===== src/rtl/mest_pro_exec_pipe.sv =====
// MESTPro execute stage: single-cycle ALU ops, iterative shift-add multiply, sticky halt.
// The opcode package lives here so the bench and any decoder share one set of encodings.
package mest_pro_pkg;
   localparam int OP_NOP      = 0;
   localparam int OP_ADD      = 1;
   localparam int OP_SUB      = 2;
   localparam int OP_AND      = 3;
   localparam int OP_OR       = 4;
   localparam int OP_XOR      = 5;
   localparam int OP_NEGOP1   = 6;
   localparam int OP_SLOP1    = 7;
   localparam int OP_SROP1    = 8;
   localparam int OP_MULTIPLY = 9;
   localparam int OP_JMP      = 10;
   localparam int OP_RET      = 11;
   localparam int OP_HALT     = 12;
endpackage

module mest_pro_exec_pipe
   import mest_pro_pkg::*;
#(
   parameter int DATA_W     = 8,
   parameter int OPCODE_W   = 5,
   localparam int CNT_W     = $clog2(DATA_W + 1)
) (
   input  logic                clk,
   input  logic                i_reset_n,
   input  logic                i_execute,
   input  logic [OPCODE_W-1:0] i_op_code,
   input  logic [DATA_W-1:0]   i_operand1,
   input  logic [DATA_W-1:0]   i_operand2,
   output logic                o_ready,
   output logic                o_exec_done,
   output logic [DATA_W-1:0]   o_result,
   output logic [DATA_W-1:0]   o_result_hi,
   output logic                o_carry,
   output logic                o_zero_flag,
   output logic                o_jump,
   output logic                o_return_pc,
   output logic                o_end_of_code
);

   typedef enum logic [1:0] {IDLE, MUL, HALTED} state_t;

   state_t              state;
   logic [2*DATA_W-1:0] mcand;
   logic [2*DATA_W-1:0] acc;
   logic [DATA_W-1:0]   mult;
   logic [CNT_W-1:0]    cnt;

   logic [DATA_W-1:0]   alu_res;
   logic                alu_carry;
   logic                alu_wr;
   logic                is_mul, is_jmp, is_ret, is_halt;
   logic [DATA_W:0]     sum, diff;
   logic [2*DATA_W-1:0] mul_sum;

   assign o_ready = (state == IDLE);

   // Multiplicand shifts left and multiplier shifts right each step, so bit 0 is mult[cnt].
   assign mul_sum = acc + (mult[0] ? mcand : '0);

   // NOTE: every always_comb output gets a default first, so no path can infer a latch.
   always_comb begin
      alu_res   = o_result;
      alu_carry = o_carry;
      alu_wr    = 1'b0;
      is_mul    = 1'b0;
      is_jmp    = 1'b0;
      is_ret    = 1'b0;
      is_halt   = 1'b0;
      sum       = {1'b0, i_operand1} + {1'b0, i_operand2};
      diff      = {1'b0, i_operand1} - {1'b0, i_operand2};
      case (int'(i_op_code))
         OP_ADD:      begin alu_res = sum[DATA_W-1:0];  alu_carry = sum[DATA_W];  alu_wr = 1'b1; end
         OP_SUB:      begin alu_res = diff[DATA_W-1:0]; alu_carry = diff[DATA_W]; alu_wr = 1'b1; end
         OP_AND:      begin alu_res = i_operand1 & i_operand2; alu_carry = 1'b0; alu_wr = 1'b1; end
         OP_OR:       begin alu_res = i_operand1 | i_operand2; alu_carry = 1'b0; alu_wr = 1'b1; end
         OP_XOR:      begin alu_res = i_operand1 ^ i_operand2; alu_carry = 1'b0; alu_wr = 1'b1; end
         OP_NEGOP1:   begin alu_res = ~i_operand1; alu_carry = 1'b0; alu_wr = 1'b1; end
         OP_SLOP1:    begin
            alu_res   = {i_operand1[DATA_W-2:0], 1'b0};
            alu_carry = i_operand1[DATA_W-1];
            alu_wr    = 1'b1;
         end
         OP_SROP1:    begin
            alu_res   = {1'b0, i_operand1[DATA_W-1:1]};
            alu_carry = i_operand1[0];
            alu_wr    = 1'b1;
         end
         OP_MULTIPLY: is_mul  = 1'b1;
         OP_JMP:      is_jmp  = 1'b1;
         OP_RET:      is_ret  = 1'b1;
         OP_HALT:     is_halt = 1'b1;
         default:     ;
      endcase
   end

   // NOTE: sequential state uses non-blocking assignments so every register samples pre-edge values.
   always_ff @(posedge clk or negedge i_reset_n) begin
      if (!i_reset_n) begin
         state         <= IDLE;
         mcand         <= '0;
         acc           <= '0;
         mult          <= '0;
         cnt           <= '0;
         o_exec_done   <= 1'b0;
         o_result      <= '0;
         o_result_hi   <= '0;
         o_carry       <= 1'b0;
         o_zero_flag   <= 1'b0;
         o_jump        <= 1'b0;
         o_return_pc   <= 1'b0;
         o_end_of_code <= 1'b0;
      end else begin
         o_exec_done <= 1'b0;
         o_jump      <= 1'b0;
         o_return_pc <= 1'b0;
         case (state)
            IDLE: begin
               if (i_execute) begin
                  if (is_mul) begin
                     state <= MUL;
                     mcand <= {{DATA_W{1'b0}}, i_operand1};
                     mult  <= i_operand2;
                     acc   <= '0;
                     cnt   <= '0;
                  end else begin
                     o_exec_done <= 1'b1;
                     o_jump      <= is_jmp;
                     o_return_pc <= is_ret;
                     if (alu_wr) begin
                        o_result    <= alu_res;
                        o_result_hi <= '0;
                        o_carry     <= alu_carry;
                        o_zero_flag <= (alu_res == '0);
                     end
                     if (is_halt) begin
                        o_end_of_code <= 1'b1;
                        state         <= HALTED;
                     end
                  end
               end
            end
            MUL: begin
               acc   <= mul_sum;
               mcand <= mcand << 1;
               mult  <= mult >> 1;
               if (cnt == CNT_W'(DATA_W - 1)) begin
                  o_result    <= mul_sum[DATA_W-1:0];
                  o_result_hi <= mul_sum[2*DATA_W-1:DATA_W];
                  o_carry     <= |mul_sum[2*DATA_W-1:DATA_W];
                  o_zero_flag <= (mul_sum[DATA_W-1:0] == '0);
                  o_exec_done <= 1'b1;
                  state       <= IDLE;
               end else begin
                  cnt <= cnt + CNT_W'(1);
               end
            end
            HALTED:  ;
            default: state <= IDLE;
         endcase
      end
   end

endmodule

===== config.mk =====
export PLATFORM = sky130hd
export DESIGN_NAME = mest_pro_exec_pipe
export DESIGN_NICKNAME = d
export VERILOG_FILES = /design/src/rtl/mest_pro_exec_pipe.sv
export SDC_FILE = /design/constraint.sdc
export NUM_CORES = 1
export LEC_CHECK = 0
export CAP_MARGIN = 25
export CORE_AREA = 2 2 105 107
export CTS_CLUSTER_DIAMETER = 50
export CTS_CLUSTER_SIZE = 16
export DETAILED_ROUTE_END_ITERATION = 10
export DIE_AREA = 0 0 107 109
export PLACE_DENSITY = 0.72
export RECOVER_POWER = 100
export SLEW_MARGIN = 15
export SYNTH_ARGS = -nofsm -noshare
export SYNTH_HDL_FRONTEND = slang
export SYNTH_SLANG_ARGS = --single-unit

===== constraint.sdc =====
create_clock -name clk -period 2.6 [get_ports clk]
set_input_delay 0.39 -clock clk [delete_from_list [all_inputs] [get_ports clk]]
set_output_delay 0.39 -clock clk [all_outputs]
set_load 0.03 [all_outputs]

==> results.md, run 1 <==
* Arr. time, crit path at 3.12 ns
* Proportion of layout cells with a drive suffix above 1 at 0.2886
* Clock sink total at 68
* Post-synth top area share at 0.3327
* Sequential share of the synthesized area at 0.3327
* Filler Cells Inserted at 854
* Average footprint of a synthesized cell at 8.290 sq um
* Top FF cell, synth: dfrtp_1
* CTS tree: built
* Unrepaired setup endpoints after global routing: yes
* Leakage component of the power at 0.003444 uW
* Time the final worst path needs with I/O delays and setup at 2.858 ns
* Kind of end point of the critical path: register
* Cell area after synthesis at 5115 sq um
* Pwr Density at 1152 nW/um^2
* Number of enable-type register cells in the synthesized netlist at 0
* Synth Net Count at 684
* Leading post-synthesis cells by cell area: dfrtp_1 33%, ha_1 9.8%, nand2_1 7.9%
* CTS Root Buffer Type: clkbuf_8
* Cell count after synthesis at 617
* Maximum clock frequency at 349.9 MHz
* Count of nets after finishing at 866
* Reg-to-reg slack, setup at -0.26 ns
* Register bit total from synthesis at 68
* Yosys warns at 0
* Global-route usage over all layers at 0.3036
* Latest clock arrival within the worst-skew pair at 0.36 ns
* Hold Slack at 0.4703 ns
* Via count of the first global-routing pass at 5385
* Endpoint with the worst hold slack: o_end_of_code$_DFFE_PN0P_
* Number of clock buffers inserted by TritonCTS at 9
* Final worst-path cycle share at 1.099
* Final Hold Viols at 0
* Max-Slew Margin vs Limit at 0.4689
* P&R area growth vs syn at 43.22%
* Cell depth of the worst min-delay path at 1
* Detailed placement HPWL at 13260 microns
* Wire length of the first global-routing pass at 27340 microns
* Final-report setup violation count at 9
* Routed vias/inst at 5.819
* Drt wl/cell at 18.52 microns
* Outcome: finished with violations
* Violated checks: setup timing
* Worst-margin pin slew at 0.7967 ns
* Endpoint of the worst register-to-register path: o_carry$_DFFE_PN0P_
* TritonRoute pass-1 iters at 7
* Most common cell after layout, fill and taps aside: buf_4
* Via count at 5493
* Hold WC Path Type: register to register
* Largest net degree at the start of global routing at 44
* Horizontal die dimension at 107 microns
* Wire length reported by the detailed router at 17490 microns
* Leading cell types in the layout, fill and taps excluded: 139 x buf_4, 107 x nand2_1, 68 x dfrtp_1
* Cell accounting for the most synthesized area: dfrtp_1
* Deepest clock path buffer count at 2
* Clock H-tree levels at 3
* Placement Setup Slack at -0.5034 ns
* Cell variety after synth at 70
* Post-route DRC violation count at 0
* Floorplan die height at 109 microns
* Startpoint type of the worst setup path: register
* Pins over their slew limit at 0
* Reg2Reg Launch Point: mult[0]$_DFFE_PN0P_
* Post-route clock skew at 0.01262 ns
* Port Buf Inserts at 46
* Critical path class: register to register
* GP Congestion at 0.9699
* Total of max-cap violations at 0
* Iter 0 DRT Violations at 397
* Min-Delay Startpoint: o_end_of_code$_DFFE_PN0P_
* Post-route antenna net violation count at 0
* Number of inserted diodes at 0
* Post-synth ARST share at 1.000
* Worst reg2reg path depth at 11
* End-of-flow core utilization at 0.6909
* Data required time at the worst endpoint at 2.86 ns
* VDD IR-drop max at 0.8696 mV
* Initial antenna violation count at 0
* Die outline area at 11660 sq um
* Starting density of the core at 0.4824
* Core footprint at 10600 sq um
* I/O pin total at 47
* Cell Rows at 38
* Grt ovf at 0
* Clock slew at reported path FFs at 0.08 ns
* Crit-path max FO at 7
* Setup WS post-layout at -0.2577 ns
==> metrics by stage <==
stage / setup TNS (ns) / area (sq um) / power (uW) / instances
final: -0.5252 / 7326 / 8438 / 944
after global routing: -4.451 / 7326 / 8961 / 944
after CTS: -0.2499 / 7128 / 7950 / 942
after detailed placement: -6.403 / 6778 / 6628 / 923
after global placement: -4.116 / 6778 / 6450 / 923
after floorplan: -0.07410 / 5136 / 4615 / 617
==> power by group <==
part	internal [uW]	switching, uW	leakage, uW	total, uW
sequential	1510	351	0.000846	1860
combinational	2570	2970	0.00249	5540
clock	594	442	0.000112	1040
==> final cells by class <==
class,count,area (sq um),area share
clock buffers,11,151.4,0.02067
clock inverters,5,83.83,0.01144
inverters,29,108.9,0.01486
multi-input cells,493,3490,0.4763
flip-flops and latches,68,1702,0.2323
well taps,140,175.2,0.02391
repair buffers,198,1615,0.2205
==> routing by layer <==
| metal | part of all wire | wire length [microns] | GRT usage | up-vias |
|---|---|---|---|---|
| li1 | - | - | - | 2592 |
| met2 | 0.50 | 8686 | 0.5250 | 216 |
| met5 | 0 | 0 | 0 | - |
| met1 | 0.42 | 7336 | 0.3914 | 2649 |
| met4 | 0.032 | 566 | 0.1234 | 0 |
| met3 | 0.051 | 896 | 0.02989 | 36 |
==> flip-flops by register name, summed over array words and instances (netlist names) <==
signal and count:
acc 16, cnt 4, mcand 16, mult 8, o_carry 1, o_end_of_code 1, o_exec_done 1, o_jump 1
o_result 8, o_result_hi 8, o_return_pc 1, o_zero_flag 1, state 2
==> cell families after synthesis <==
| kind of cell | after synthesis | synth area share |
|---|---|---|
| adder cells (fa/ha/maj) | 43 | 0.1096 |
| AND/OR/NAND/NOR | 259 | 0.2407 |
| flip-flops | 68 | 0.3327 |
| AO/OA/AOI/OAI | 168 | 0.2317 |
| buffers and inverters | 56 | 0.04256 |
| multiplexers | 9 | 0.01884 |
| XOR/XNOR | 14 | 0.02397 |
==> critical path, cell delays in order, from the launching register on <==
cell	delay, ns
dfrtp_1	0.41
buf_6	0.15
and2_1	0.13
ha_1	0.34
and3_4	0.22
a2111oi_4	0.32
buf_4	0.19
o21a_1	0.16
mux2i_1	0.19
o2111a_1	0.21
nand4b_1	0.15
a31o_2	0.26
==> repair_timing <==
action,CTS,global route
setup buffers,3,4
resized for setup,19,45
endpoints found under the hold margin,9,0
setup endpoints to repair,14,22
pin swaps,6,19
hold buffers,1,0
==> synth_stat cells, drive strengths merged, types with 10 or more instances <==
library cell and number:
nand3 11, o21ai 31, dfrtp 68, ha 40, a31oi 15, a211oi 10, and2 18, a21o 11
nor3 26, a21oi 25, clkbuf 21, nand2 108, nor2 47, inv 29
==> worst max-delay path by stage <==
stage,start,endpoint,slack (ns),depth (start not counted)
4_1_cts,mult[0]$_DFFE_PN0P_,o_carry$_DFFE_PN0P_,-0.20,11
2_1_floorplan,mult[0]$_DFFE_PN0P_,o_carry$_DFFE_PN0P_,-0.07,10
3_3_place_gp,i_operand1[0],o_carry$_DFFE_PN0P_,-0.39,11
6_report,mult[0]$_DFFE_PN0P_,o_carry$_DFFE_PN0P_,-0.26,11
3_5_place_dp,i_operand1[0],o_carry$_DFFE_PN0P_,-0.50,11
5_1_grt,mult[0]$_DFFE_PN0P_,o_carry$_DFFE_PN0P_,-0.34,11
No activity file was read; power rests on OpenSTA's default activity.
==> run 2: changes to the inputs <==
--- a/config.mk
+++ b/config.mk
@@ -5,7 +5,6 @@
 export SDC_FILE = /design/constraint.sdc
 export NUM_CORES = 1
 export LEC_CHECK = 0
-export CAP_MARGIN = 25
 export CORE_AREA = 2 2 105 107
 export CTS_CLUSTER_DIAMETER = 50
 export CTS_CLUSTER_SIZE = 16
@@ -13,7 +12,7 @@
 export DIE_AREA = 0 0 107 109
 export PLACE_DENSITY = 0.72
 export RECOVER_POWER = 100
-export SLEW_MARGIN = 15
+export SLEW_MARGIN = 20
 export SYNTH_ARGS = -nofsm -noshare
 export SYNTH_HDL_FRONTEND = slang
 export SYNTH_SLANG_ARGS = --single-unit
==> results of run 2 <==
No change in the layout: final DEF, timing and power equal those of run 1.
